File: config.mk
export PLATFORM = sky130hd
export DESIGN_NAME = mux_nto1_scan
export DESIGN_NICKNAME = d
export VERILOG_FILES = /design/src/rtl/mux_pkg.sv /design/src/rtl/mux_nto1_scan_dwell_counter.sv /design/src/rtl/mux_nto1_scan.sv
export SDC_FILE = /design/constraint.sdc
export NUM_CORES = 1
export LEC_CHECK = 0
export CORE_MARGIN = 3
export CORE_UTILIZATION = 55
export CTS_BUF_LIST = sky130_fd_sc_hd__clkbuf_16
export DETAILED_ROUTE_END_ITERATION = 8
export DONT_BUFFER_PORTS = 1
export PLACE_DENSITY = 0.7
export REMOVE_ABC_BUFFERS = 1
export SYNTH_ARGS = -nofsm -noshare
export SYNTH_HDL_FRONTEND = slang
export SYNTH_SLANG_ARGS = --single-unit
File: constraint.sdc
create_clock -name clock -period 4.9 [get_ports clock]
set_input_delay 0.98 -clock clock [delete_from_list [all_inputs] [get_ports clock]]
set_output_delay 0.98 -clock clock [all_outputs]
set_load 0.05 [all_outputs]
File: src/rtl/mux_pkg.sv
// Shared types and helpers for the scanning N:1 mux.
// Channel wrap is computed here so every user agrees on it.
package mux_pkg;

   typedef enum logic {
      MANUAL = 1'b0,
      SCAN   = 1'b1
   } mux_state_e;

   localparam int unsigned MUX_DEFAULT_DWELL = 50_000_000;

   // Next channel with wrap; never returns a value >= n.
   function automatic int unsigned mux_next_ch(
      input int unsigned cur,
      input int unsigned n
   );
      int unsigned inc;
      inc = cur + 1;
      return (inc >= n) ? 0 : inc;
   endfunction

endpackage

File: src/rtl/mux_nto1_scan_dwell_counter.sv
// Dwell counter: counts 0..DWELL-1 while enabled.
// tick is high during the last count; clr wins over en.
module dwell_counter
   import mux_pkg::*;
#(
   parameter int unsigned DWELL = MUX_DEFAULT_DWELL
) (
   input  logic clock,
   input  logic reset,
   input  logic clr,
   input  logic en,
   output logic tick
);

   localparam int unsigned CW = (DWELL > 1) ? $clog2(DWELL) : 1;
   localparam logic [CW-1:0] LAST = CW'(DWELL - 1);

   logic [CW-1:0] cnt_q;
   logic [CW-1:0] cnt_d;

   always_comb begin
      tick  = en && (cnt_q == LAST);
      cnt_d = cnt_q;
      if (clr) begin
         cnt_d = '0;
      end else if (en) begin
         cnt_d = tick ? '0 : cnt_q + CW'(1);
      end
   end

   always_ff @(posedge clock) begin
      if (reset) begin
         cnt_q <= '0;
      end else begin
         cnt_q <= cnt_d;
      end
   end

endmodule

File: src/rtl/mux_nto1_scan.sv
// Registered N:1 mux with latched select and auto-scan.
// Optional MUX_HOLD_EN adds a hold input that freezes data_out.
module mux_nto1_scan
   import mux_pkg::*;
#(
   parameter int unsigned WIDTH  = 1,
   parameter int unsigned NUM_CH = 4,
   parameter int unsigned SEL_W  = $clog2(NUM_CH),
   parameter int unsigned DWELL  = MUX_DEFAULT_DWELL
) (
   input  logic                    clock,
   input  logic                    reset,
   input  logic [NUM_CH*WIDTH-1:0] data_in,
   input  logic [SEL_W-1:0]        sel,
   input  logic                    load,
   input  logic                    scan,
`ifdef MUX_HOLD_EN
   input  logic                    hold,
`endif
   output logic [WIDTH-1:0]        data_out,
   output logic [SEL_W-1:0]        cur_ch,
   output logic                    ch_change,
   output logic                    sel_err
);

   mux_state_e       state_q, state_d;
   logic [SEL_W-1:0] cur_ch_q, cur_ch_d;
   logic             ch_change_q, ch_change_d;
   logic             sel_err_q, sel_err_d;
   logic [WIDTH-1:0] data_out_q, data_out_d;

   logic mode_chg;
   logic sel_ok;
   logic ld_ok;
   logic cnt_en;
   logic cnt_clr;
   logic tick;

   dwell_counter #(
      .DWELL (DWELL)
   ) u_dwell (
      .clock (clock),
      .reset (reset),
      .clr   (cnt_clr),
      .en    (cnt_en),
      .tick  (tick)
   );

   always_comb begin
      state_d  = scan ? SCAN : MANUAL;
      mode_chg = (state_d != state_q);
      sel_ok   = (32'(sel) < NUM_CH);
      ld_ok    = load && sel_ok;
      // Scan advances only while staying in SCAN; a mode change resets dwell.
      cnt_en   = (state_q == SCAN) && !mode_chg;
      cnt_clr  = mode_chg || ld_ok;

      cur_ch_d = cur_ch_q;
      if (ld_ok) begin
         cur_ch_d = sel;
      end else if (tick) begin
         cur_ch_d = SEL_W'(mux_next_ch(32'(cur_ch_q), NUM_CH));
      end

      ch_change_d = (cur_ch_d != cur_ch_q);
      sel_err_d   = load && !sel_ok;

      data_out_d = '0;
      for (int k = 0; k < int'(NUM_CH); k++) begin
         if (cur_ch_q == SEL_W'(k)) begin
            data_out_d = data_in[k*WIDTH +: WIDTH];
         end
      end
`ifdef MUX_HOLD_EN
      if (hold) begin
         data_out_d = data_out_q;
      end
`endif
   end

   always_ff @(posedge clock) begin
      if (reset) begin
         state_q     <= MANUAL;
         cur_ch_q    <= '0;
         ch_change_q <= 1'b0;
         sel_err_q   <= 1'b0;
         data_out_q  <= '0;
      end else begin
         state_q     <= state_d;
         cur_ch_q    <= cur_ch_d;
         ch_change_q <= ch_change_d;
         sel_err_q   <= sel_err_d;
         data_out_q  <= data_out_d;
      end
   end

   assign data_out  = data_out_q;
   assign cur_ch    = cur_ch_q;
   assign ch_change = ch_change_q;
   assign sel_err   = sel_err_q;

endmodule

==> flow_summary.toml <==
[status]
status = "completed"

[clock_tree]
cts.sinks = 31
cts_buffer_depth = 2
cts_root_buf = "clkbuf_16"
clk_pin_slew_ns = 0.05
cts-resized-gates = 0
postCtsSetupBuffers = 0
ctsHtreeMaxLevel = 2
clk_latency_ns = 0.28
cts_tree = "built"
cts_buffers = 5
hold_buffers = 0

[pwr]
leakagePower_nw = 0.6003
power_density_nw_per_um2 = 343.2
vdd_drop_max_mv = 0.3204
power.total_mw = 0.5745

[synthesis]
avgSynthCellArea_um2 = 8.912
synth-xor-area-share_pct = 13.22
synthMuxAreaShare_pct = 1.970
netlist_instances = 171
yosys_register_bits = 31
synth_top_family_by_area = "simple AND/OR/NAND/NOR gates"
ys.flop_type = "dfxtp_1"
synth_compound_area_share_pct = 5.255
synthAdderAreaFrac_pct = 4.926
ys_types = 37
synthArstFlopShare_pct = 0
synth_simple_gate_area_share_pct = 30.87
yosys_warnings = 0
netlist_area_um2 = 1524
synth_edf_count = 0
synth_seq_area_share_pct = 40.72

[drt]
firstDrtPassIters = 4
ant_nets = 0
drt-vias-per-instance = 5.706
num_vias = 1164
drc = 0
drtIter0Drc = 45
routed_wirelength_um = 2740
routedWlPerCell_um = 13.43

[floorplan]
core_area_um2 = 2545
rows = 18
die_area_um2 = 3439
die_h_um = 58.64
start_util_pct = 59.88
die_x_um = 58.64
ioPinCount = 15

[critical_path]
critical_path_class = "primary input to register"
slowest_stage = "nand2_1"
cp-end-kind = "register"
crit_required_ns = 5.03
crit_arrival_ns = 2.92
crit_path_cell_trace = "ha_1 -> nand4_4 -> or2_0 -> or3_1 -> nand2_1 -> nor2_1"
critPathMaxStageDelay_ns = 0.64
critical_path.startpoint_type = "primary input"
cp_max_fo = 24

[placed_design]
dp_hpwl_um = 1919
gp_congestion = 0.7435
io_buffers = 0

[sta]
max_freq_mhz = 358.7
relSlewSlack_pct = 47.89
fin_crit_sh_pct = 56.90
period_needed_ns = 2.788
rsz0062_at_grt = "no"
clock_skew_ns = 0.006445
finalSetupViolations = 0
finalSetupTns_ns = 0
tightest_slew_ns = 0.7798
hold_viol_final = 0
finalMaxSlewViolations = 0

[final_layout]
seq_area_um2 = 620.6
final_common_cell = "dfxtp_1"
multiInputGateArea_um2 = 860.8
most-common-layout-cells = "31 x dfxtp_1, 30 x nor2_1, 18 x xor2_1, 11 x nand2_1, 10 x nand3_1"
antenna_cells = 0
num-nets-final = 189
drive_above_1_share_pct = 5.747
nFillCells = 215
area_growth_pct = 9.852

[global_route]
grt_first_pass_wirelength_um = 4698
antenna_found_initial = 0
track_usage_pct = 18.48
grt_pass1_vias = 1092
grt_max_degree = 25
overflow = 0

[job]
cap_violations = 0

[worst_hold_path]
hold_path.class = "register to register"
==> power breakdown <==
group	switching, mW	total [mW]	internal (mW)	leakage (nW)
clock	0.104	0.288	0.184	0.0649
combinational	0.0121	0.0198	0.00771	0.285
sequential	0.0115	0.267	0.256	0.251
==> kinds of logic after synthesis <==
logic type,after synthesis
multiplexers,3
flip-flops,31
AND/OR/NAND/NOR,85
XOR/XNOR,23
buffers and inverters,9
other,1
AO/OA/AOI/OAI,13
adder cells (fa/ha/maj),6
==> synthesized netlist by cell type (2+ instances only) <==
cell type	instances	area, um2
nor2_1	30	112.6
nand3_1	10	50.05
dfxtp_1	31	620.6
xor2_1	18	157.7
o21ai_0	4	20.02
nand2_1	11	41.29
inv_1	4	15.01
nand4_1	8	50.05
nand2b_1	2	12.51
and3_1	5	31.28
ha_1	6	75.07
or3_1	4	25.02
buf_2	4	20.02
mux2i_1	3	30.03
a21oi_1	4	20.02
xnor2_1	5	43.79
a21boi_0	2	15.01
==> final timing paths <==
path / start / endpoint / slack [ns] / cells past startpoint
setup / recovery: scan / u_dwell.cnt_q[18] / 2.11 / 6
hold / removal: u_dwell.cnt_q[25] / u_dwell.cnt_q[25] / 0.49 / 2
setup reg to reg: state_q / u_dwell.cnt_q[18] / 2.50 / 6
hold reg to reg: u_dwell.cnt_q[25] / u_dwell.cnt_q[25] / 0.49 / 2
==> stage by stage <==
stage | cells | instance area [um2] | utilization [%] | setup WS (ns) | hold WS [ns]
floorplan | 166 | 1496 | - | 2.196 | 0.4534
global placement | 196 | 1534 | 60.28 | 1.923 | 0.4669
detailed placement | 196 | 1534 | 60.28 | 1.804 | 0.4909
CTS | 204 | 1674 | 65.78 | 2.078 | 0.4907
global route | 204 | 1674 | 65.78 | 1.869 | 0.5212
finish | 204 | 1674 | 65.78 | 2.112 | 0.4925
==> sequential cells by signal, summed over array words and instances (netlist names) <==
register / flops
data_out: 1
state_q: 1
cur_ch: 2
u_dwell.cnt_q: 26
ch_change: 1
==> critical path, delay by kind of cell <==
kind / cells / cell delay (ns)
and+or+nand+nor: 5 / 1.63
adders and majority gates: 1 / 0.30
==> layer usage <==
layer	vias up	global-route usage [%]	wire, um
met1	547	22.30	1335
met4	0	11.65	61
met3	5	6.140	109
met2	24	28.23	1233
met5	-	0	0
li1	588	-	-
==> final cells by class <==
type	count	share of cell area, %
inverter	4	0.8969
sequential	31	37.07
clock inverter	3	0.8969
clock buffer	5	7.474
tap	30	2.242
multi-input combinational	131	51.42
No activity file was read; power rests on OpenSTA's default activity.
==> RTL edit 1 (config.mk and constraints unchanged) <==
The option `MUX_HOLD_EN` is turned on by a define.
--- a/src/rtl/mux_nto1_scan.sv
+++ b/src/rtl/mux_nto1_scan.sv
@@ -1,5 +1,7 @@
 // Registered N:1 mux with latched select and auto-scan.
 // Optional MUX_HOLD_EN adds a hold input that freezes data_out.
+`define MUX_HOLD_EN
+
 module mux_nto1_scan
    import mux_pkg::*;
 #(
Ports: changed (added hold); port bits go from 15 to 16. The function was not compared with the original's and may differ.
==> RTL edit 1 against the original RTL <==
- worst hold slack better by 0.0092 ns
- design area up 4.9%
- wire length up 18%
- area after synthesis up 7.5%
- sequential power about the same
- sequential cell count unchanged
- register-to-register slack worse by 0.27 ns
- total power down 1.8%
- sequential share of layout area down 1.7 points
- first-iteration DRC count up 120%
- worst setup slack worse by 0.28 ns
- highest routed layer unchanged
==> RTL edit 1: results <==
group,metric,value,unit
run_status,status,"completed",
place,routabilityCongestion,0.790,
critical_path,cp.arrival,3.18,ns
logic_synthesis,synthTopCellsByArea,"dfxtp_1, a21oi_1, ha_1",
cells_and_area,largest_reg_flops,26,
sta,slew_headroom,0.353,
global_route,grt_max_degree,24,
logic_synthesis,synth_cell_types,44,
cells_and_area,largest-register,"u_dwell.cnt_q",
logic_synthesis,synth_async_sr_flop_share,0,
drt,initialDrtViolationCount,99,
clock_tree,postCtsSetupRepairBufs,0,
critical_path,max_stage_delay,0.84,ns
cells_and_area,antenna_cells,0,
critical_path,cp_top_family,"simple AND/OR/NAND/NOR gates",
place,dpl-instance-area,1630,um2
logic_synthesis,yosysSeqAreaShare,0.379,
cells_and_area,final_nets,204,
clock_tree,clk_latency,0.27,ns
global_route,grt_pass1_vias,1265,
drt,finalWirelength,3240,um
clock_tree,cts_root_buf,"clkbuf_16",
clock_tree,post_cts_resized,0,
drt,firstDrtPassIters,4,
die,die_x,60.6,um
cells_and_area,drive_above_1_share,0.0591,
power_and_ir_drop,p_leak,0.545,nW
logic_synthesis,ys.flop_type,"dfxtp_1",
clock_tree,cts_max_level,2,
clock_tree,clk_pin_slew,0.05,ns
place,dpl.hpwl,2300,um
cells_and_area,fill_cells,255,
power_and_ir_drop,vdd_drop_max,0.000233,V
drt,via_per_inst,6.28,
hold_path,hp-class,"flip-flop to flip-flop",
clock_tree,cts_inserted_buffers,5,
global_route,grt_use_total,0.211,
global_route,grt_pass1_wl,5640,um
logic_synthesis,synthTopCellsByCount,"dfxtp_1, a21oi_1, nor2_1",
logic_synthesis,ys_warn_count,0,
sta,skew,0.00239,ns
clock_tree,cts_max_path_buffers,2,
critical_path,crit_slowest_cell,"o21bai_2",
critical_path,worst-path-max-fanout,23,
cells_and_area,finalInstanceArea,1760,um2
place,numPortBuffers,0,
global_route,antenna_found_initial,0,
[RTL edit 1: stage by stage]
| step | hold WS (ns) | std cells | setup slack [ns] | total power [mW] |
|---|---|---|---|---|
| final | 0.502 | 217 | 1.83 | 0.564 |
| after global routing | 0.533 | 217 | 1.65 | 0.592 |
| after CTS | 0.502 | 217 | 1.82 | 0.571 |
| after detailed placement | 0.496 | 211 | 1.54 | 0.296 |
| after global placement | 0.479 | 211 | 1.68 | 0.294 |
| after floorplan | 0.447 | 180 | 1.97 | 0.291 |
[RTL edit 1: final cells by class]
| type | count | area share |
|---|---|---|
| clock inverters | 1 | 0.00214 |
| well taps | 31 | 0.0221 |
| multi-input cells | 143 | 0.538 |
| flip-flops and latches | 31 | 0.353 |
| inverters | 6 | 0.0128 |
| clock buffers | 5 | 0.0712 |
[RTL edit 1: routing by layer]
layer | wire [um] | GRT usage | up-vias
li1 | - | - | 691
met1 | 1610 | 0.272 | 647
met2 | 1500 | 0.321 | 23
met3 | 111 | 0.0830 | 2
met4 | 18 | 0.0743 | 0
met5 | 0 | 0 | -
[RTL edit 1: power by group]
part | leakage (nW) | switching (mW) | internal (mW) | total (mW)
Clock | 0.0669 | 0.0940 | 0.179 | 0.273
Combinational | 0.227 | 0.0131 | 0.0101 | 0.0232
Sequential | 0.251 | 0.0118 | 0.256 | 0.268
[RTL edit 1: path summary, 6_finish.rpt]
path | from | endpoint | slack (ns) | cells past startpoint
worst max-delay path | scan | u_dwell.cnt_q[3]$_SDFFE_PP0P_ | 1.83 | 5
worst max register to register | state_q$_SDFF_PP0_ | u_dwell.cnt_q[3]$_SDFFE_PP0P_ | 2.23 | 5
worst min-delay path | u_dwell.cnt_q[23]$_SDFFE_PP0P_ | u_dwell.cnt_q[23]$_SDFFE_PP0P_ | 0.50 | 2
worst min register to register | u_dwell.cnt_q[23]$_SDFFE_PP0P_ | u_dwell.cnt_q[23]$_SDFFE_PP0P_ | 0.50 | 2
[RTL edit 1: cells by family (layout without fill, tap and decap cells)]
kind of cell / count (synthesis) / count (layout) / synth area share
other cells: 1 / 1 / 0.00229
buf+inv: 15 / 12 / 0.0435
fa+ha+maj: 6 / 6 / 0.0458
simple gates: 83 / 83 / 0.310
mux: 1 / 1 / 0.00611
compound gates: 42 / 42 / 0.160
flops: 31 / 31 / 0.379
xor+xnor: 10 / 10 / 0.0535
[RTL edit 1: tightest hold or removal path: stages (launching register included)]
cell     delay [ns]
dfxtp_1        0.32
o31ai_1        0.07
a21oi_1        0.06
==> RTL edit 2 (same flow settings) <==
Without the edit above. Register the inputs `data_in`, `sel`, `load` and `scan` before use, without a reset. The logic sees them one clock later. Comments in the files are not updated.
--- a/src/rtl/mux_nto1_scan.sv
+++ b/src/rtl/mux_nto1_scan.sv
@@ -23,6 +23,18 @@
    output logic                    sel_err
 );
 
+   logic [NUM_CH*WIDTH-1:0] data_q;
+   logic [SEL_W-1:0] sel_q;
+   logic load_q;
+   logic scan_q;
+
+   always_ff @(posedge clock) begin
+      data_q <= data_in;
+      sel_q  <= sel;
+      load_q <= load;
+      scan_q <= scan;
+   end
+
    mux_state_e       state_q, state_d;
    logic [SEL_W-1:0] cur_ch_q, cur_ch_d;
    logic             ch_change_q, ch_change_d;
@@ -47,28 +59,28 @@
    );
 
    always_comb begin
-      state_d  = scan ? SCAN : MANUAL;
+      state_d  = scan_q ? SCAN : MANUAL;
       mode_chg = (state_d != state_q);
-      sel_ok   = (32'(sel) < NUM_CH);
-      ld_ok    = load && sel_ok;
+      sel_ok   = (32'(sel_q) < NUM_CH);
+      ld_ok    = load_q && sel_ok;
       // Scan advances only while staying in SCAN; a mode change resets dwell.
       cnt_en   = (state_q == SCAN) && !mode_chg;
       cnt_clr  = mode_chg || ld_ok;
 
       cur_ch_d = cur_ch_q;
       if (ld_ok) begin
-         cur_ch_d = sel;
+         cur_ch_d = sel_q;
       end else if (tick) begin
          cur_ch_d = SEL_W'(mux_next_ch(32'(cur_ch_q), NUM_CH));
       end
 
       ch_change_d = (cur_ch_d != cur_ch_q);
-      sel_err_d   = load && !sel_ok;
+      sel_err_d   = load_q && !sel_ok;
 
       data_out_d = '0;
       for (int k = 0; k < int'(NUM_CH); k++) begin
          if (cur_ch_q == SEL_W'(k)) begin
-            data_out_d = data_in[k*WIDTH +: WIDTH];
+            data_out_d = data_q[k*WIDTH +: WIDTH];
          end
       end
 `ifdef MUX_HOLD_EN
Behaviour: not the same (a bounded check fails within 4 cycles, from zero or initial values and one cycle with reset high).
==> RTL edit 2 against the original RTL <==
- area after synthesis increased by 21%
- worst hold slack worse by 0.052 ns
- design area increased by 19%
- wire length is 39% higher
- total power up 16%
- global-route usage is 2.1 points higher
- worst setup slack better by 0.39 ns
- sequential share of layout area is 2.2 points higher
- sequential cell count rose by 8
- non-clock buffer count grew 1
- largest power group is now registers
==> RTL edit 2: results <==
group,metric,value,unit
run_status,status,"completed",
cells_and_area,fill_cells,281,
global_route,grt_max_degree,29,
logic_synthesis,synth_mux_area_frac,0.00542,
global_route,grt_use_total,0.205,
logic_synthesis,yosysSeqAreaShare,0.423,
cells_and_area,antenna_cells,0,
drt,wl_met1,1750,um
clock_tree,post_cts_resized,0,
logic_synthesis,synth_async_sr_flop_share,0,
logic_synthesis,synth_xor_area_frac,0.0522,
logic_synthesis,synth_fa_ha_area_frac,0.0407,
logic_synthesis,synthTopCellsByArea,"dfxtp_1, or4_1, o31ai_1",
place,dp_slack,2.54,ns
drt,met2WireLength,1850,um
drt,initialDrtViolationCount,121,
drt,vias,1496,
global_route,grt_pass1_vias,1428,
place,routabilityCongestion,0.821,
logic_synthesis,synth_cell_types,40,
place,numPortBuffers,0,
sta,skew,0.00188,ns
cells_and_area,instances_no_fill,242,
power_and_ir_drop,p_leak,0.624,nW
power_and_ir_drop,vdd_drop_max,0.000194,V
place,placedCellCount,234,
power_and_ir_drop,p_sw,0.150,mW
critical_path,worst-path-max-fanout,23,
logic_synthesis,synthTopCellsByCount,"dfxtp_1, a21oi_1, or4_1",
global_route,grt_pass1_wl,6630,um
logic_synthesis,avgSynthCellArea,9.18,um2
place,dpl.hpwl,2470,um
logic_synthesis,synth_compound_area_frac,0.161,
cells_and_area,drive_above_1_share,0.0657,
drt,met3WireLength,148,um
drt,wire_per_inst,15.7,um
sta,slew_headroom,0.417,
place,dpl-instance-area,1850,um2
drt,firstDrtPassIters,4,
clock_tree,cts_max_path_buffers,2,
cells_and_area,final_nets,213,
critical_path,cp.arrival,2.56,ns
[RTL edit 2: kinds of logic (layout without fill, tap and decap cells)]
family,after synthesis,count (layout)
buffers and inverters,20,17
flip-flops,39,39
AND/OR/NAND/NOR,79,79
other,1,1
AO/OA/AOI/OAI,44,44
XOR/XNOR,11,11
adder cells (fa/ha/maj),6,6
multiplexers,1,1
[RTL edit 2: final timing paths]
kind | from | endpoint | slack, ns | depth (start not counted)
worst max-delay path | scan_q$_DFF_P_ | u_dwell.cnt_q[25]$_SDFFE_PP0P_ | 2.50 | 6
worst max register to register | scan_q$_DFF_P_ | u_dwell.cnt_q[25]$_SDFFE_PP0P_ | 2.50 | 6
worst min register to register | data_q[3]$_DFF_P_ | data_out$_SDFF_PP0_ | 0.44 | 2
worst min-delay path | data_q[3]$_DFF_P_ | data_out$_SDFF_PP0_ | 0.44 | 2
[RTL edit 2: critical path, stage by stage, from the launching register on]
cell	delay, ns
dfxtp_1	0.32
ha_1	0.29
nand3_1	0.14
or2_1	0.48
o31ai_2	0.65
buf_4	0.32
a21oi_1	0.06
[RTL edit 2: power by group through the flow]
stage	clock, mW	sequential, mW	combinational (mW)
floorplan	0	0.343	0.0189
global placement	0	0.344	0.0229
detailed placement	0	0.345	0.0236
CTS	0.310	0.338	0.0241
global route	0.327	0.339	0.0269
finish	0.306	0.338	0.0239
[RTL edit 2: cell type report]
cell class                 count  area, um2  share of cell area
clock buffer                   5        125              0.0630
sequential                    39        781               0.393
clock inverter                 3       12.5             0.00630
multi-input combinational    142        975               0.491
timing repair buffer           1       7.51             0.00378
inverter                       8       30.0              0.0151
tap                           44       55.1              0.0277
[RTL edit 2: through the flow]
stage                     utilization  power (mW)
after floorplan                     -       0.362
after global routing            0.635       0.692
final                           0.635       0.668
after global placement          0.591       0.367
after CTS                       0.635       0.672
after detailed placement        0.591       0.368
[RTL edit 2: routing by layer]
metal,up-vias,GRT usage
li1,747,-
met1,716,0.256
met2,27,0.337
met3,6,0.0615
met4,0,0.0674
met5,-,0
